### config.mk
export PLATFORM = sky130hd
export DESIGN_NAME = sincpde_framer
export DESIGN_NICKNAME = d
export VERILOG_FILES = /design/src/rtl/sincpde_pkg.sv /design/src/rtl/sincpde_framer_hist.sv /design/src/rtl/sincpde_framer.sv
export SDC_FILE = /design/constraint.sdc
export NUM_CORES = 1
export LEC_CHECK = 0
export ABC_CLOCK_PERIOD_IN_PS = 6100
export BUFFER_PORTS_ARGS = -buffer_cell sky130_fd_sc_hd__buf_2
export CORE_MARGIN = 2
export CORE_UTILIZATION = 40
export DETAILED_ROUTE_END_ITERATION = 10
export SYNTH_ARGS = -nofsm -noshare
export SYNTH_HDL_FRONTEND = slang
export SYNTH_HIERARCHICAL = 1
export SYNTH_SLANG_ARGS = --single-unit
### constraint.sdc
create_clock -name clk -period 6.1 [get_ports clk]
set_input_delay 0.61 -clock clk [delete_from_list [all_inputs] [get_ports clk]]
set_output_delay 0.61 -clock clk [all_outputs]
set_load 0.03 [all_outputs]
### src/rtl/sincpde_pkg.sv
// Shared types and constants for the sinc pulse framer and its history buffer.
package sincpde_pkg;

    localparam int SAMPLE_W = 18;
    localparam int NSAMP    = 11;

    typedef logic [SAMPLE_W-1:0]            sample_t;
    typedef logic [NSAMP-1:0][SAMPLE_W-1:0] window_t;

    typedef enum logic [1:0] {FILL, ARMED, POST, GAP} state_t;

endpackage

### src/rtl/sincpde_framer_hist.sv
// Sample history shifted on i_valid; element NSAMP-1 is the newest, element 0 the oldest.
// Snapshot is the register contents, so it reflects every sample accepted up to the last edge.
module sincpde_framer_hist
    import sincpde_pkg::*;
(
    input  logic                           clk,
    input  logic                           rst,
    input  logic                           i_valid,
    input  logic [SAMPLE_W-1:0]            i_data,
    output logic [NSAMP-1:0][SAMPLE_W-1:0] o_snap
);

    logic [NSAMP-1:0][SAMPLE_W-1:0] r_hist;

    always_ff @(posedge clk) begin
        if (rst) begin
            r_hist <= '0;
        end else if (i_valid) begin
            r_hist <= {i_data, r_hist[NSAMP-1:1]};
        end
    end

    assign o_snap = r_hist;

endmodule

### src/rtl/sincpde_framer.sv
// Rising-crossing pulse framer: captures a window around the trigger and strobes sync_out one cycle
// after the final post-trigger sample (one more with SINCPDE_FRAMER_BASELINE_EN); triggers while busy are counted, never queued.
module sincpde_framer
    import sincpde_pkg::*;
#(
    parameter int PRE        = 4,
    parameter int GAP_CYCLES = 16,
    parameter int DROP_W     = 16
)(
    input  logic                clk,
    input  logic                rst,
    input  logic                in_valid,
    input  logic [SAMPLE_W-1:0] in_data,
    input  logic [SAMPLE_W-1:0] threshold,
    output logic                sync_out,
    output logic [SAMPLE_W-1:0] sample0,
    output logic [SAMPLE_W-1:0] sample1,
    output logic [SAMPLE_W-1:0] sample2,
    output logic [SAMPLE_W-1:0] sample3,
    output logic [SAMPLE_W-1:0] sample4,
    output logic [SAMPLE_W-1:0] sample5,
    output logic [SAMPLE_W-1:0] sample6,
    output logic [SAMPLE_W-1:0] sample7,
    output logic [SAMPLE_W-1:0] sample8,
    output logic [SAMPLE_W-1:0] sample9,
    output logic [SAMPLE_W-1:0] sample10,
    output logic                busy,
    output logic [DROP_W-1:0]   drop_cnt
);

    localparam int POST_LEN = NSAMP - 1 - PRE;
    localparam int CNT_W    = $clog2(GAP_CYCLES + NSAMP + 1);

    logic [NSAMP-1:0][SAMPLE_W-1:0] w_snap;
    logic [NSAMP-1:0][SAMPLE_W-1:0] r_samp;
    logic [SAMPLE_W-1:0]            r_prev;
    logic [CNT_W-1:0]               r_cnt;
    logic [DROP_W-1:0]              r_drop;
    state_t                         r_state;
    logic                           r_busy;
    logic                           r_sync;
    logic                           w_trig;
    logic                           w_cap;

    sincpde_framer_hist u_hist (
        .clk     (clk),
        .rst     (rst),
        .i_valid (in_valid),
        .i_data  (in_data),
        .o_snap  (w_snap)
    );

    assign w_trig = in_valid && (in_data >= threshold) && (r_prev < threshold);
    assign w_cap  = (r_state == POST) && (r_cnt == '0);

    // r_cnt is shared: fill count up in FILL, post samples down in POST, holdoff down in GAP.
    always_ff @(posedge clk) begin
        if (rst) begin
            r_state <= FILL;
            r_cnt   <= '0;
            r_prev  <= '0;
            r_busy  <= 1'b0;
            r_drop  <= '0;
        end else begin
            if (in_valid) begin
                r_prev <= in_data;
            end
            case (r_state)
                FILL: begin
                    if (in_valid) begin
                        if (r_cnt == CNT_W'(PRE - 1)) begin
                            r_state <= ARMED;
                            r_cnt   <= '0;
                        end else begin
                            r_cnt <= r_cnt + 1'b1;
                        end
                    end
                end
                ARMED: begin
                    if (w_trig) begin
                        r_state <= POST;
                        r_cnt   <= CNT_W'(POST_LEN);
                        r_busy  <= 1'b1;
                    end
                end
                POST: begin
                    if (r_cnt == '0) begin
                        r_state <= GAP;
                        r_cnt   <= CNT_W'(GAP_CYCLES);
                    end else if (in_valid) begin
                        r_cnt <= r_cnt - 1'b1;
                    end
                end
                GAP: begin
                    if (r_cnt <= CNT_W'(1)) begin
                        r_state <= ARMED;
                        r_cnt   <= '0;
                        r_busy  <= 1'b0;
                    end else begin
                        r_cnt <= r_cnt - 1'b1;
                    end
                end
                default: r_state <= FILL;
            endcase
            if (w_trig && (r_state == POST || r_state == GAP) && (r_drop != '1)) begin
                r_drop <= r_drop + 1'b1;
            end
        end
    end

`ifdef SINCPDE_FRAMER_BASELINE_EN
    logic [NSAMP-1:0][SAMPLE_W-1:0] r_raw;
    logic                           r_pend;

    // Raw window is latched first; the subtraction stage then lands with sync_out.
    always_ff @(posedge clk) begin
        if (rst) begin
            r_raw  <= '0;
            r_pend <= 1'b0;
            r_samp <= '0;
            r_sync <= 1'b0;
        end else begin
            r_pend <= w_cap;
            r_sync <= r_pend;
            if (w_cap) begin
                r_raw <= w_snap;
            end
            if (r_pend) begin
                for (int i = 0; i < NSAMP; i++) begin
                    r_samp[i] <= (r_raw[i] > r_raw[0]) ? (r_raw[i] - r_raw[0]) : '0;
                end
            end
        end
    end
`else
    always_ff @(posedge clk) begin
        if (rst) begin
            r_samp <= '0;
            r_sync <= 1'b0;
        end else begin
            r_sync <= w_cap;
            if (w_cap) begin
                r_samp <= w_snap;
            end
        end
    end
`endif

    assign sync_out = r_sync;
    assign busy     = r_busy;
    assign drop_cnt = r_drop;
    assign sample0  = r_samp[0];
    assign sample1  = r_samp[1];
    assign sample2  = r_samp[2];
    assign sample3  = r_samp[3];
    assign sample4  = r_samp[4];
    assign sample5  = r_samp[5];
    assign sample6  = r_samp[6];
    assign sample7  = r_samp[7];
    assign sample8  = r_samp[8];
    assign sample9  = r_samp[9];
    assign sample10 = r_samp[10];

endmodule

==> results of run 1 <==
[worst paths after layout]
kind / start / cells past startpoint / slack, ns / to
worst max register to register: r_cnt[2]$_SDFFE_PP0P_ / 5 / 3.11 / sample8[1]$_SDFFE_PP0P_
worst max-delay path: r_cnt[2]$_SDFFE_PP0P_ / 5 / 3.11 / sample8[1]$_SDFFE_PP0P_
worst min-delay path: in_data[7] / 3 / 0.32 / r_prev[7]$_SDFFE_PP0P_
worst min register to register: sample4[0]$_SDFFE_PP0P_ / 2 / 0.45 / sample4[0]$_SDFFE_PP0P_
[power groups by stage]
stage / sequential [uW] / clock [uW] / combinational (uW)
CTS: 2950 / 3000 / 403
detailed placement: 3010 / 0 / 401
floorplan: 2990 / 0 / 319
global placement: 3010 / 0 / 391
finish: 2950 / 2920 / 400
global route: 2950 / 3120 / 446
[state kept, by name (all words and copies together), names as in the netlist]
register       cells
sync_out           1
sample2           18
sample3           18
sample6           18
sample9           18
sample4           18
r_cnt              5
sample7           18
sample1           18
busy               1
u_hist/o_snap    198
r_state            2
drop_cnt          16
sample5           18
sample10          18
sample8           18
sample0           18
r_prev            18
[layer usage]
layer | GRT usage (%) | up-vias | part of all wire (%)
met2 | 31.2 | 230 | 48
met1 | 25.0 | 6100 | 46
met5 | 0 | - | 0
met3 | 3.53 | 56 | 4.4
met4 | 5.43 | 0 | 1.8
li1 | - | 6535 | -
[kinds of logic after synthesis]
| kind of cell | after synthesis |
|---|---|
| AO/OA/AOI/OAI | 272 |
| XOR/XNOR | 4 |
| adder cells (fa/ha/maj) | 45 |
| buffers and inverters | 149 |
| flip-flops | 439 |
| multiplexers | 219 |
| AND/OR/NAND/NOR | 714 |
[worst max-delay path: cells and delay by family (launching register included)]
kind,cells,cell delay (ns)
buffers and inverters,1,0.48
AND/OR/NAND/NOR,3,1.80
flip-flops,1,0.40
AO/OA/AOI/OAI,1,0.14
[layout make-up]
cell class,instances,area [sq um]
repair buffers,262,1380
multi-input cells,1254,7170
fillers,3954,21200
inverters,27,101
flip-flops and latches,439,8790
clock buffers,65,1370
well taps,532,666
clock inverters,22,243
[through the flow]
| stage | utilization (%) | std cells | area, sq um |
|---|---|---|---|
| after global placement | 44.2 | 2514 | 18100 |
| after detailed placement | 44.2 | 2514 | 18100 |
| after CTS | 48.2 | 2601 | 19700 |
| final | 48.2 | 2601 | 19700 |
| after floorplan | - | 1842 | 16700 |
| after global routing | 48.2 | 2601 | 19700 |
[placed cells by master, fill, tap and decap left out, drive strengths merged, types with 5 or more instances in the layout]
master,netlist,final
a211oi,8,8
a21oi,224,224
buf,44,262
clkbuf,78,65
clkinv,0,13
dfxtp,439,439
ha,45,45
inv,27,29
mux2i,219,219
nand2,415,415
nand2b,6,6
nand3,17,17
nand4,5,5
nor2,236,236
nor3,8,8
o21ai,11,11
or3,6,6
or4,5,5
==> results by group, run 1 <==
STA
  • Crit share post-route: around half
  • Setup TNS: 0 ns
  • Final min period: around 3 ns
  • Hold_ws: between 0.3 and 0.4 ns
  • Worst Max-Slew Pin Slew: roughly 1.0 ns
  • Final Skew: 0.0113 ns
  • Setup repair after global routing missed its margin: false
  • Slew Viols, Final: 0
  • Fmax: around 330 MHz
  • Final setup viols: 0
  • Final WS setup: between 3 and 4 ns
  • Hold Fails Final Rpt: 0
  • Max_slew headroom: roughly a third

Route
  • Detailed-route wire length: 42500 microns
  • DR vias/cell: 4.97
  • Routed len/inst: around 16 microns
  • Via count: ~13000
  • DRT iter0 DRCs: about 830
  • # DRC: 0
  • Detail Route Antenna Nets: 0
  • Router iterations before antenna repair: 5

Power and ir drop
  • P_sw: 1480 uW
  • Clock power frac: a little under half
  • Worst VDD drop: between 150 and 200 uV
  • Power Dens Cells: roughly 320 mW/mm^2
  • Post-layout total power: between 6000 and 7000 uW
  • Internal: approximately 4800 uW
  • Comb pwr share: under 10%
  • P_leak: 0.00854 uW
  • Sw frac: a little under a quarter
  • Relative contribution of sequential cells to total power: a little under half

Setup path
  • CP Class: reg -> reg
  • Critical path arrival: 3.48 ns
  • Crit-path cells: nor3_1 > and3_4 > buf_12 > nand2_1 > a21oi_1
  • Crit-path max FO: roughly 120
  • Crit-path max cell delay: 0.92 ns
  • CP max-delay cell: and3_4
  • CP Capture Type: flip-flop
  • Critical Path Source Type: flip-flop
  • Worst path required time: 6.59 ns

Floorplan
  • Die Wd: around 210 microns
  • Rows: 74
  • I/O pin count: about 260
  • Die Ht: approximately 210 microns
  • Starting Density: just over 40%
  • Die area: 0.0433 sq mm
  • Core Area: 0.0409 sq mm

Logic synthesis
  • Cell taking the most area after synthesis: dfxtp_1
  • XOR/XNOR share of the synthesized area: 0.210%
  • Mux cell area share after synthesis: a little over an eighth
  • Post-Synth Simple-Gate Area: 17.1%
  • Syn. warnings: 6
  • Register area share after synthesis: between 50% and 60%
  • Yosys top cell area share: 52.8%
  • Unique cell type count in the Yosys netlist: 49
  • Post-synth top cells: dfxtp_1, nand2_1, nor2_1
  • Net Count, Synth: around 1900
  • Top area cells in the synthesized netlist: dfxtp_1, mux2i_1, nand2_1
  • Mapped Avg Cell Area: 9.04 sq um
  • Dominant synthesized flop cell: dfxtp_1
  • Top-count cell post-synth: dfxtp_1
  • Post-synth EDFFs: 0
  • Largest family of logic cells by synthesized area: simple AND/OR/NAND/NOR gates
  • Adder-cell share of the synthesized area: around 3.4%
  • Compound-cell area share of the yosys netlist: a little under a tenth
  • Synth Instances: around 1800
  • Cell area after synthesis: 0.0167 sq mm
  • Number of synthesized register bits: about 440
  • Post-synth ARST share: 0%

Global routing
  • Initial antenna violation count: 1
  • First-pass GRT wire length: roughly 66000 microns
  • Largest net degree at the start of global routing: approximately 210
  • Congestion Overflow GR: 0
  • Vias in the first global route: 12100
  • GRT Overall Usage: a little under a fifth

Clock tree
  • Clock sinks: around 440
  • Clk root buf: clkbuf_16
  • CTS Buf Count: 47
  • H-tree levels: 2
  • CTS tree: yes
  • Post-CTS Setup Bufs: 0
  • Hold-fix buffers, CTS: 0
  • Worst-path clk slew: 0.06 ns
  • Later-pin clock latency in the skew report: 0.57 ns
  • Max Buffers Root-to-Sink: 3
  • Resized Gates After CTS: 0

Place
  • Port buffer count: 254
  • Worst slack at placement: 2.97 ns
  • Final HPWL DP: about 28000 microns
  • GPL Wtd Cong: roughly 0.85

Hold path
  • Hold Path Class: in -> reg

Finish
  • Final nets: roughly 2100
  • Share of layout cells above drive strength 1: 17.0%
  • Antenna diodes: 0
  • Area Growth Syn to Fin: 18.3%

Job
  • Max Cap Violations: 0

Run status
  • Status: complete, no violations
No activity file was read; power rests on OpenSTA's default activity.
==> inputs of run 2 (changes only) <==
--- a/config.mk
+++ b/config.mk
@@ -5,7 +5,8 @@
 export SDC_FILE = /design/constraint.sdc
 export NUM_CORES = 1
 export LEC_CHECK = 0
-export ABC_CLOCK_PERIOD_IN_PS = 6100
+export ABC_AREA = 1
+export ABC_CLOCK_PERIOD_IN_PS = 2600
 export BUFFER_PORTS_ARGS = -buffer_cell sky130_fd_sc_hd__buf_2
 export CORE_MARGIN = 2
 export CORE_UTILIZATION = 40
==> constraint.sdc (replaced) <==
create_clock -name clk -period 2.6 [get_ports clk]
set_input_delay 0.26 -clock clk [delete_from_list [all_inputs] [get_ports clk]]
set_output_delay 0.26 -clock clk [all_outputs]
set_load 0.03 [all_outputs]
==> results by group, run 2 <==
Setup path
  • RR Startpoint: r_cnt[0]$_SDFFE_PP0P_
  • Worst path required time: 3.00 ns
  • CP most frequent cell: nand2_1
  • CP delay by family, top: simple AND/OR/NAND/NOR gates
  • Crit-path max FO: 19
  • Critical path arrival: approximately 2.7 ns
  • Crit-path cells: dlygate4sd3_1 > buf_2 > ha_1 > nand2_1 > nor2_1 > nand2_1 > nand2_1 > nand2_1 > nand2_1 > nand2_1 > nand2_1 > nand3_1 > inv_2 > nand2_4 > nand2_1 > a21oi_1
  • Crit-path max cell delay: around 0.53 ns
  • R2R Path End: sample2[1]$_SDFFE_PP0P_
  • R2R depth: 8
  • Critical Path Source Type: input pin
  • Reg2reg setup slack: 0.42 ns
  • CP Class: in -> reg
  • Buffers and inverters on the worst path: 3
  • Crit path depth: 16
  • CP max-delay cell: dlygate4sd3_1
  • CP Capture Type: flip-flop

Global routing
  • Initial antenna violation count: 0
  • Vias in the first global route: 15700
  • GRT Overall Usage: between 20% and 30%
  • Congestion Overflow GR: 0
  • First-pass GRT wire length: between 80000 and 90000 microns
  • Largest net degree at the start of global routing: 176

Route
  • Routed len/inst: about 15 microns
  • # DRC: 0
  • Detailed-route wire length: 50500 microns
  • Via count: around 17000
  • DRT iter0 DRCs: about 1200
  • Router iterations before antenna repair: 5
  • Detail Route Antenna Nets: 0
  • DR vias/cell: between 4 and 5

Floorplan
  • Starting Density: between 40% and 50%
  • Core Area: 0.0456 sq mm
  • Die area: approximately 0.048 sq mm
  • Rows: roughly 80
  • Die Wd: 219 microns
  • Die Ht: ~220 microns
  • I/O pin count: about 260

Clock tree
  • CTS tree: yes
  • Max Buffers Root-to-Sink: 3
  • Later-pin clock latency in the skew report: 0.57 ns
  • Hold-fix buffers, CTS: 17
  • Clock sinks: around 440
  • H-tree levels: 2
  • Worst-path clk slew: 0.06 ns
  • Clk root buf: clkbuf_16
  • CTS Buf Count: 48
  • Post-CTS Setup Bufs: 0
  • Resized Gates After CTS: 0

STA
  • Final WS setup: between 0.3 and 0.4 ns
  • Final min period: 2.28 ns
  • Setup TNS: 0 ns
  • Final setup viols: 0
  • Hold Fails Final Rpt: 0
  • Fmax: approximately 440 MHz
  • Worst Max-Slew Pin Slew: 1.08 ns
  • Final Skew: roughly 0.0098 ns
  • Max_slew headroom: 28.1%
  • Setup repair after global routing missed its margin: false
  • Slew Viols, Final: 0
  • Crit share post-route: between 80% and 90%

Place
  • Final HPWL DP: ~33000 microns
  • Worst slack at placement: 0.286 ns
  • GPL Wtd Cong: a little over 0.8
  • Port buffer count: roughly 250

Logic synthesis
  • Mapped Avg Cell Area: between 7 and 8 sq um
  • Top-count cell post-synth: nand2_1
  • Number of synthesized register bits: between 400 and 500
  • Post-synth ARST share: 0%
  • Cell area after synthesis: 0.0186 sq mm
  • Unique cell type count in the Yosys netlist: 33
  • Net Count, Synth: about 2700
  • Syn. warnings: 6
  • Dominant synthesized flop cell: dfxtp_1
  • Register area share after synthesis: 47.3%
  • Post-synth EDFFs: 0
  • Post-synth top cells: nand2_1, nor2_1, dfxtp_1
  • Synth Instances: 2607
  • Cell taking the most area after synthesis: dfxtp_1
  • Top area cells in the synthesized netlist: dfxtp_1, nand2_1, nor2_1
  • Yosys top cell area share: a little under half

Finish
  • Reg area: around 0.009 sq mm
  • Antenna diodes: 0
  • Multi-input gate area: just under 0.008 sq mm
  • FILL cells: 4654
  • Share of layout cells above drive strength 1: a little over an eighth
  • Commonest non-fill, non-tap cells in the layout: nand2_1, nor2_1, dfxtp_1, inv_1, buf_2
  • Area Growth Syn to Fin: 16.7%
  • Final nets: approximately 2900
  • Most common cell after layout, fill and taps aside: nand2_1
  • Largest register FFs: 198
  • Post-layout util: between 40% and 50%

Hold path
  • Hold path start: in_data[17]
  • Hold Path Class: in -> reg
  • Worst Hold End: r_prev[17]$_SDFFE_PP0P_
  • Hold depth: 3

Power and ir drop
  • Power Dens Cells: 795 mW/mm^2
  • P_leak: about 0.010 uW
  • Worst VDD drop: between 600 and 700 uV

Job
  • Max Cap Violations: 0

Run status
  • Status: complete, no violations
run 2: routing by layer:
metal | vias to the layer above | wire, microns | GRT usage, %
met5 | - | 0 | 0
met4 | 0 | 1080 | 5.81
met3 | 69 | 2690 | 3.80
met2 | 383 | 23200 | 33.4
met1 | 7631 | 23500 | 28.0
li1 | 8417 | - | -
run 2: report_power, final:
part | leakage, uW | switching [uW] | internal [uW]
clock | 0.000797 | 2760 | 4120
combinational | 0.00564 | 2140 | 800
sequential | 0.00359 | 299 | 7100
total | 0.0100 | 5200 | 12000
run 2: cells by family (layout without fill, tap and decap cells):
kind of cell	Yosys count	after routing	share of synthesized area [%]
xor+xnor	18	18	0.849
flops	439	439	47.3
fa+ha+maj	45	45	3.03
simple gates	1416	1416	30.7
compound gates	259	259	7.10
buf+inv	430	646	11.0
run 2: layout make-up:
class / instances / share of cell area, %
well taps: 600 / 3.47
clock inverters: 25 / 1.21
repair buffers: 293 / 8.07
clock buffers: 62 / 6.16
inverters: 266 / 4.66
flip-flops and latches: 439 / 40.6
multi-input cells: 1738 / 35.9
run 2: per-stage QoR:
| step | instances | hold WS (ns) | area [sq um] | total power (uW) |
|---|---|---|---|---|
| after global placement | 3319 | 0.446 | 19900 | 10400 |
| after floorplan | 2607 | 0.395 | 18600 | 9770 |
| after CTS | 3423 | 0.00897 | 21700 | 17400 |
| after detailed placement | 3319 | 0.450 | 19900 | 10500 |
| final | 3423 | 0.0425 | 21700 | 17200 |
| after global routing | 3423 | 0.0367 | 21700 | 18100 |
run 2: how the worst max path moves through the flow:
stage	from	end
6_report	in_data[9]	drop_cnt[7]$_SDFFE_PP0P_
5_1_grt	in_data[9]	drop_cnt[7]$_SDFFE_PP0P_
4_1_cts	in_data[9]	drop_cnt[7]$_SDFFE_PP0P_
3_5_place_dp	threshold[9]	drop_cnt[7]$_SDFFE_PP0P_
3_3_place_gp	threshold[9]	drop_cnt[6]$_SDFFE_PP0P_
2_1_floorplan	drop_cnt[0]$_SDFFE_PP0P_	drop_cnt[0]$_SDFFE_PP0P_
run 2: worst min-delay path: cells and delay by family:
family | cells | cell delay, ns
and+or+nand+nor | 2 | 0.15
buffers and inverters | 1 | 0.14
